## config.mk

```make
export PLATFORM = sky130hd
export DESIGN_NAME = gen_demux_8_1_wr_ctrl
export DESIGN_NICKNAME = d
export VERILOG_FILES = /design/src/rtl/gen_demux_8_1_wr_ctrl.sv
export SDC_FILE = /design/constraint.sdc
export NUM_CORES = 1
export LEC_CHECK = 0
export ABC_AREA = 1
export CORE_AREA = 2 2 42 44
export DETAILED_ROUTE_END_ITERATION = 7
export DIE_AREA = 0 0 44 46
export DONT_BUFFER_PORTS = 1
export HOLD_SLACK_MARGIN = 0.08
export PLACE_DENSITY = 0.55
export SLEW_MARGIN = 40
export SYNTH_ARGS = -nofsm -noshare
export SYNTH_HDL_FRONTEND = slang
export SYNTH_SLANG_ARGS = --single-unit
```

## constraint.sdc

```tcl
create_clock -name SYS_CLK -period 1.85 [get_ports SYS_CLK]
set_clock_uncertainty 0.15 [all_clocks]
set_input_delay 0.185 -clock SYS_CLK [delete_from_list [all_inputs] [get_ports SYS_CLK]]
set_output_delay 0.185 -clock SYS_CLK [all_outputs]
set_load 0.03 [all_outputs]
```

## src/rtl/gen_demux_8_1_wr_ctrl.sv

```systemverilog
//------------------------------------------------------------------------------
// gen_demux_8_1_wr_ctrl
//
// Write-side controller for a two-bank ping-pong bit-plane buffer.
// Each accepted bit-sample is steered into one of 8 bit-planes through the
// 1:8 demux select CTRL_BIT_SEL_WR. After every eighth sample the word
// address advances. After WORDS words the matrix is complete, and the fill
// moves on to the other bank. The read side hands banks back with
// READ_ONE_MATRIX pulses.
//
// Ports
//   SYS_CLK          system clock, rising edge
//   SYS_RST          asynchronous, active-low reset
//   WR_EN            a bit-sample is presented this cycle
//   SOFT_CLR         restart the current matrix fill (bank state kept)
//   READ_ONE_MATRIX  one-cycle pulse: the read side consumed one bank
//   CTRL_BIT_SEL_WR  demux select (plane 0..7) for the current sample
//   WR_ADDR          write address {WR_BANK, word_addr}
//   WR_BANK          bank currently being filled
//   RD_BANK          bank the read side consumes next
//   WR_READY         a write is accepted this cycle
//   WR_ONE_MATRIX    combinational pulse on the last accepted write of a matrix
//   ONE_BANK_FULL    at least one bank holds a complete matrix
//   TWO_BANK_FULL    both banks hold complete matrices
//   OVERFLOW         sticky: a write was dropped
//   UNDERFLOW        sticky: a release arrived with no full bank
//------------------------------------------------------------------------------
module gen_demux_8_1_wr_ctrl #(
   parameter int WORDS  = 4,
   parameter int ADDR_W = 2
) (
   input  logic              SYS_CLK,
   input  logic              SYS_RST,
   input  logic              WR_EN,
   input  logic              SOFT_CLR,
   input  logic              READ_ONE_MATRIX,
   output logic [2:0]        CTRL_BIT_SEL_WR,
   output logic [ADDR_W:0]   WR_ADDR,
   output logic              WR_BANK,
   output logic              RD_BANK,
   output logic              WR_READY,
   output logic              WR_ONE_MATRIX,
   output logic              ONE_BANK_FULL,
   output logic              TWO_BANK_FULL,
   output logic              OVERFLOW,
   output logic              UNDERFLOW
);

   localparam logic [ADDR_W-1:0] LAST_WORD = ADDR_W'(WORDS - 1);
   localparam logic [1:0]        CNT_EMPTY = 2'd0;
   localparam logic [1:0]        CNT_TWO   = 2'd2;

   // Registered state
   logic [2:0]        bit_sel_reg,   bit_sel_next;
   logic [ADDR_W-1:0] word_addr_reg, word_addr_next;
   logic              wr_bank_reg,   wr_bank_next;
   logic              rd_bank_reg,   rd_bank_next;
   logic [1:0]        full_cnt_reg,  full_cnt_next;
   logic              one_full_reg,  two_full_reg;
   logic              overflow_reg,  overflow_next;
   logic              underflow_reg, underflow_next;

   // Per-cycle decodes
   logic ready;
   logic accept;
   logic slot_write;
   logic last_slot;
   logic complete;
   logic release_ok;

   // Readiness depends only on registered occupancy. A release in this
   // same cycle therefore cannot rescue a write that is presented while
   // both banks are full. WR_READY rises on the following cycle.
   assign ready      = (full_cnt_reg != CNT_TWO);
   assign accept     = WR_EN & ready;

   // SOFT_CLR wins over a same-cycle write. The sample is thrown away,
   // so it neither advances the slot nor completes a matrix.
   assign slot_write = accept & ~SOFT_CLR;
   assign last_slot  = (bit_sel_reg == 3'd7) & (word_addr_reg == LAST_WORD);
   assign complete   = slot_write & last_slot;
   assign release_ok = READ_ONE_MATRIX & (full_cnt_reg != CNT_EMPTY);

   always_comb begin
      bit_sel_next   = bit_sel_reg;
      word_addr_next = word_addr_reg;
      wr_bank_next   = wr_bank_reg;
      rd_bank_next   = rd_bank_reg;
      full_cnt_next  = full_cnt_reg;
      overflow_next  = overflow_reg;
      underflow_next = underflow_reg;

      // Slot sequencing: plane index is the fast counter, word is the slow one
      if (SOFT_CLR) begin
         bit_sel_next   = 3'd0;
         word_addr_next = '0;
      end else if (slot_write) begin
         bit_sel_next = bit_sel_reg + 3'd1;
         if (bit_sel_reg == 3'd7) begin
            // An explicit return to 0 is needed because WORDS may be
            // smaller than 2**ADDR_W.
            if (word_addr_reg == LAST_WORD) begin
               word_addr_next = '0;
               wr_bank_next   = ~wr_bank_reg;
            end else begin
               word_addr_next = word_addr_reg + 1'b1;
            end
         end
      end

      // Occupancy. A completion is only possible while full_cnt < 2 and
      // a release only while full_cnt > 0, so no explicit clamp is needed.
      if (complete && !release_ok) begin
         full_cnt_next = full_cnt_reg + 2'd1;
      end else if (release_ok && !complete) begin
         full_cnt_next = full_cnt_reg - 2'd1;
      end

      if (release_ok) begin
         rd_bank_next = ~rd_bank_reg;
      end

      // Sticky error flags
      if (WR_EN && !ready) begin
         overflow_next = 1'b1;
      end
      if (READ_ONE_MATRIX && (full_cnt_reg == CNT_EMPTY)) begin
         underflow_next = 1'b1;
      end
   end

   always_ff @(posedge SYS_CLK or negedge SYS_RST) begin
      if (!SYS_RST) begin
         bit_sel_reg   <= 3'd0;
         word_addr_reg <= '0;
         wr_bank_reg   <= 1'b0;
         rd_bank_reg   <= 1'b0;
         full_cnt_reg  <= CNT_EMPTY;
         one_full_reg  <= 1'b0;
         two_full_reg  <= 1'b0;
         overflow_reg  <= 1'b0;
         underflow_reg <= 1'b0;
      end else begin
         bit_sel_reg   <= bit_sel_next;
         word_addr_reg <= word_addr_next;
         wr_bank_reg   <= wr_bank_next;
         rd_bank_reg   <= rd_bank_next;
         full_cnt_reg  <= full_cnt_next;
         // Flags are registered from the next count, so they always agree
         // with full_cnt_reg without adding a decode stage on the outputs.
         one_full_reg  <= (full_cnt_next != CNT_EMPTY);
         two_full_reg  <= (full_cnt_next == CNT_TWO);
         overflow_reg  <= overflow_next;
         underflow_reg <= underflow_next;
      end
   end

   assign CTRL_BIT_SEL_WR = bit_sel_reg;
   assign WR_ADDR         = {wr_bank_reg, word_addr_reg};
   assign WR_BANK         = wr_bank_reg;
   assign RD_BANK         = rd_bank_reg;
   assign WR_READY        = ready;
   assign WR_ONE_MATRIX   = complete;
   assign ONE_BANK_FULL   = one_full_reg;
   assign TWO_BANK_FULL   = two_full_reg;
   assign OVERFLOW        = overflow_reg;
   assign UNDERFLOW       = underflow_reg;

endmodule

```

==> run metrics <==
status completed; YS warnings 0; Die X 44 microns; WL/cell 11.90 microns; Synth Net Count 78; endpoint type of the worst setup path output pin; initial antenna violation count 0; max FFs per register 3; ANT cells 0; worst IR drop on VDD 0.6523 mV; LEAKAGE 0.4268 nW; die height 46 microns; layout cells sized above 1 32.93%; sw frac 44.15%; die area 2024 sq um; Ports 19; clk sinks 13; CTS clock-pin slew for the worst setup and hold paths 0.08 ns; Yosys reg bits 13; Setup CP Type reg2out; CTS tree built; mean post-synth cell area 9.991 sq um; root buf cell clkbuf_4; Area Overhead vs Synth 20.07%; layout filler cell count 152; fin nets 93; Req. time, crit path 1.51 ns; via count 467; Final setup viols 0; Worst Path Arrival 1.40 ns; DRT Pass-1 Iters 4; All-Layer GR Usage 14.45%; sequential share of power 41.4%; Max Cap Viol 0; startpoint types register; Num CTS Buffers 3; Fin Setup TNS 0 ns; vias in the first global route 446; final hold vios 0; # rows 15; final worst-path cycle share 93.99%; first-pass GRT wire length 2.042 mm; DRT iter0 DRCs 2; part of the Yosys area used for sequential elements 47.88%; H-tree depth 1; clock network fraction of total power 15.6%; total grt overflow 0; vias per std cell 4.717; PwrDens 1359 nW/um^2; Final min period 1.739 ns; CTS Buffer Depth 2; Net Sw Power 489.6 uW; cell-internal power 619.4 uW; Port Buffers 0; core area 1614 sq um; RSZ-0062 raised after global routing no; Crit Path Max Fanout 3; DP Wirelength 895.9 microns; relative slew slack 58.20%; Synth cell types 19; DRC Markers 0; Initial Util 42.09%; pin count of the biggest net entering global routing 14; logic gate share of total power 43.0%; worst hold path type in2async; Mapped Cells 68; Cell Area, Synth 679.4 sq um; total power 1.109 mW; drt total wl 1.178 mm; fmax 0.5751 GHz; Clock Latency Late Sink 0.27 ns; worst slew pin tran 0.6250 ns; Slew Limit Fails 0; antenna viol nets, final 0; routability cong. 0.7554
-- cell families after synthesis --
logic type	Yosys count	synth area share, %
adders and majority gates	5	9.208
AOI/OAI and AO/OA	5	4.790
xor gates and xnor gates	3	3.868
buffers and inverters	13	7.735
DFF	13	47.88
and+or+nand+nor	29	26.52
-- power by group through the flow --
stage / logic [mW] / clock network [mW] / registers [mW]
final: 0.476 / 0.173 / 0.459
after global placement: 0.457 / 0 / 0.468
after detailed placement: 0.462 / 0 / 0.468
after global routing: 0.542 / 0.197 / 0.469
after CTS: 0.480 / 0.181 / 0.461
after floorplan: 0.323 / 0 / 0.501
-- timing repair --
action / in CTS / in global routing
endpoints found under the hold margin: 22 / 0
setup endpoints to repair: 1 / 1
pin swaps: 1 / 0
hold buffers: 4 / 0
setup buffers: 1 / 0
resized for setup: 2 / 1
-- layout by cell type (no fill, tap or decap), drive strengths merged --
cell | Yosys | routed
nor2 | 4 | 4
dlygate4sd3 | 0 | 4
inv | 11 | 11
dfrtp | 13 | 13
clkbuf | 0 | 4
clkinv | 1 | 1
o21bai | 1 | 1
xnor2 | 1 | 1
o21a | 1 | 1
nand2 | 16 | 16
xor2 | 2 | 2
buf | 1 | 7
ha | 5 | 5
a21o | 1 | 1
nand3 | 9 | 9
o21ai | 2 | 2
-- per-layer routing --
layer | global-route usage, % | wire length [microns] | share of wire, % | vias to the layer above
met3 | 2.381 | 58 | 4.9 | 4
met2 | 22.65 | 603 | 51 | 12
met1 | 19.26 | 501 | 43 | 211
met4 | 7.273 | 14 | 1.2 | 0
li1 | - | - | - | 240
met5 | 0 | 0 | 0 | -
-- Yosys cell counts --
master / number / share of area (%)
dfrtp_1: 13 / 48
nand2_1: 10 / 5.5
inv_1: 9 / 5.0
nand2_2: 6 / 5.5
nand3_1: 6 / 4.4
ha_1: 5 / 9.2
nor2_4: 3 / 5.0
inv_2: 2 / 1.1
nand3_2: 2 / 2.9
o21ai_0: 2 / 1.5
xor2_1: 2 / 2.6
a21o_1: 1 / 1.1
buf_4: 1 / 1.1
clkinv_1: 1 / 0.55
nand3_4: 1 / 2.6
nor2_1: 1 / 0.55
o21a_1: 1 / 1.1
o21bai_1: 1 / 1.1
xnor2_1: 1 / 1.3
-- metrics by stage --
stage	worst slack, ns	hold slack (ns)	utilization [%]	instances	area, sq um
2_1_floorplan	0.04841	-0.2606	-	68	679.4
3_3_place_gp	0.1403	-0.2603	45.74	90	738.2
3_5_place_dp	0.1171	-0.2603	45.74	90	738.2
4_1_cts	0.04435	0.2288	50.39	99	813.3
5_1_grt	0.01341	0.2486	50.54	99	815.8
6_report	0.1113	0.2157	50.54	99	815.8
-- final cells by class --
cell class | instances | area (sq um) | share of cell area (%)
repair buffers | 11 | 92.59 | 11.35
clock buffers | 4 | 26.28 | 3.221
inverters | 12 | 46.29 | 5.675
multi-input cells | 42 | 304.0 | 37.27
well taps | 17 | 21.27 | 2.607
flip-flops and latches | 13 | 325.3 | 39.88
-- critical path, stage by stage (launching register included) --
cell      delay [ns]
dfrtp_1         0.39
ha_1            0.20
ha_2            0.18
nand2_1         0.08
clkinv_2        0.08
nand3_2         0.10
inv_2           0.09
-- worst paths after layout --
check,slack (ns),cells after the start,from,endpoint
setup / recovery,0.11,6,CTRL_BIT_SEL_WR[0],WR_ONE_MATRIX
hold / removal,0.22,1,SYS_RST,CTRL_BIT_SEL_WR[2]
setup reg to reg,0.20,10,CTRL_BIT_SEL_WR[0],ONE_BANK_FULL
hold reg to reg,0.40,3,full_cnt_reg[0],full_cnt_reg[0]
max in group asynchronous,0.93,1,SYS_RST,ONE_BANK_FULL
min in group SYS_CLK,0.40,3,full_cnt_reg[0],full_cnt_reg[0]
Power figures use the tool's default switching activity.
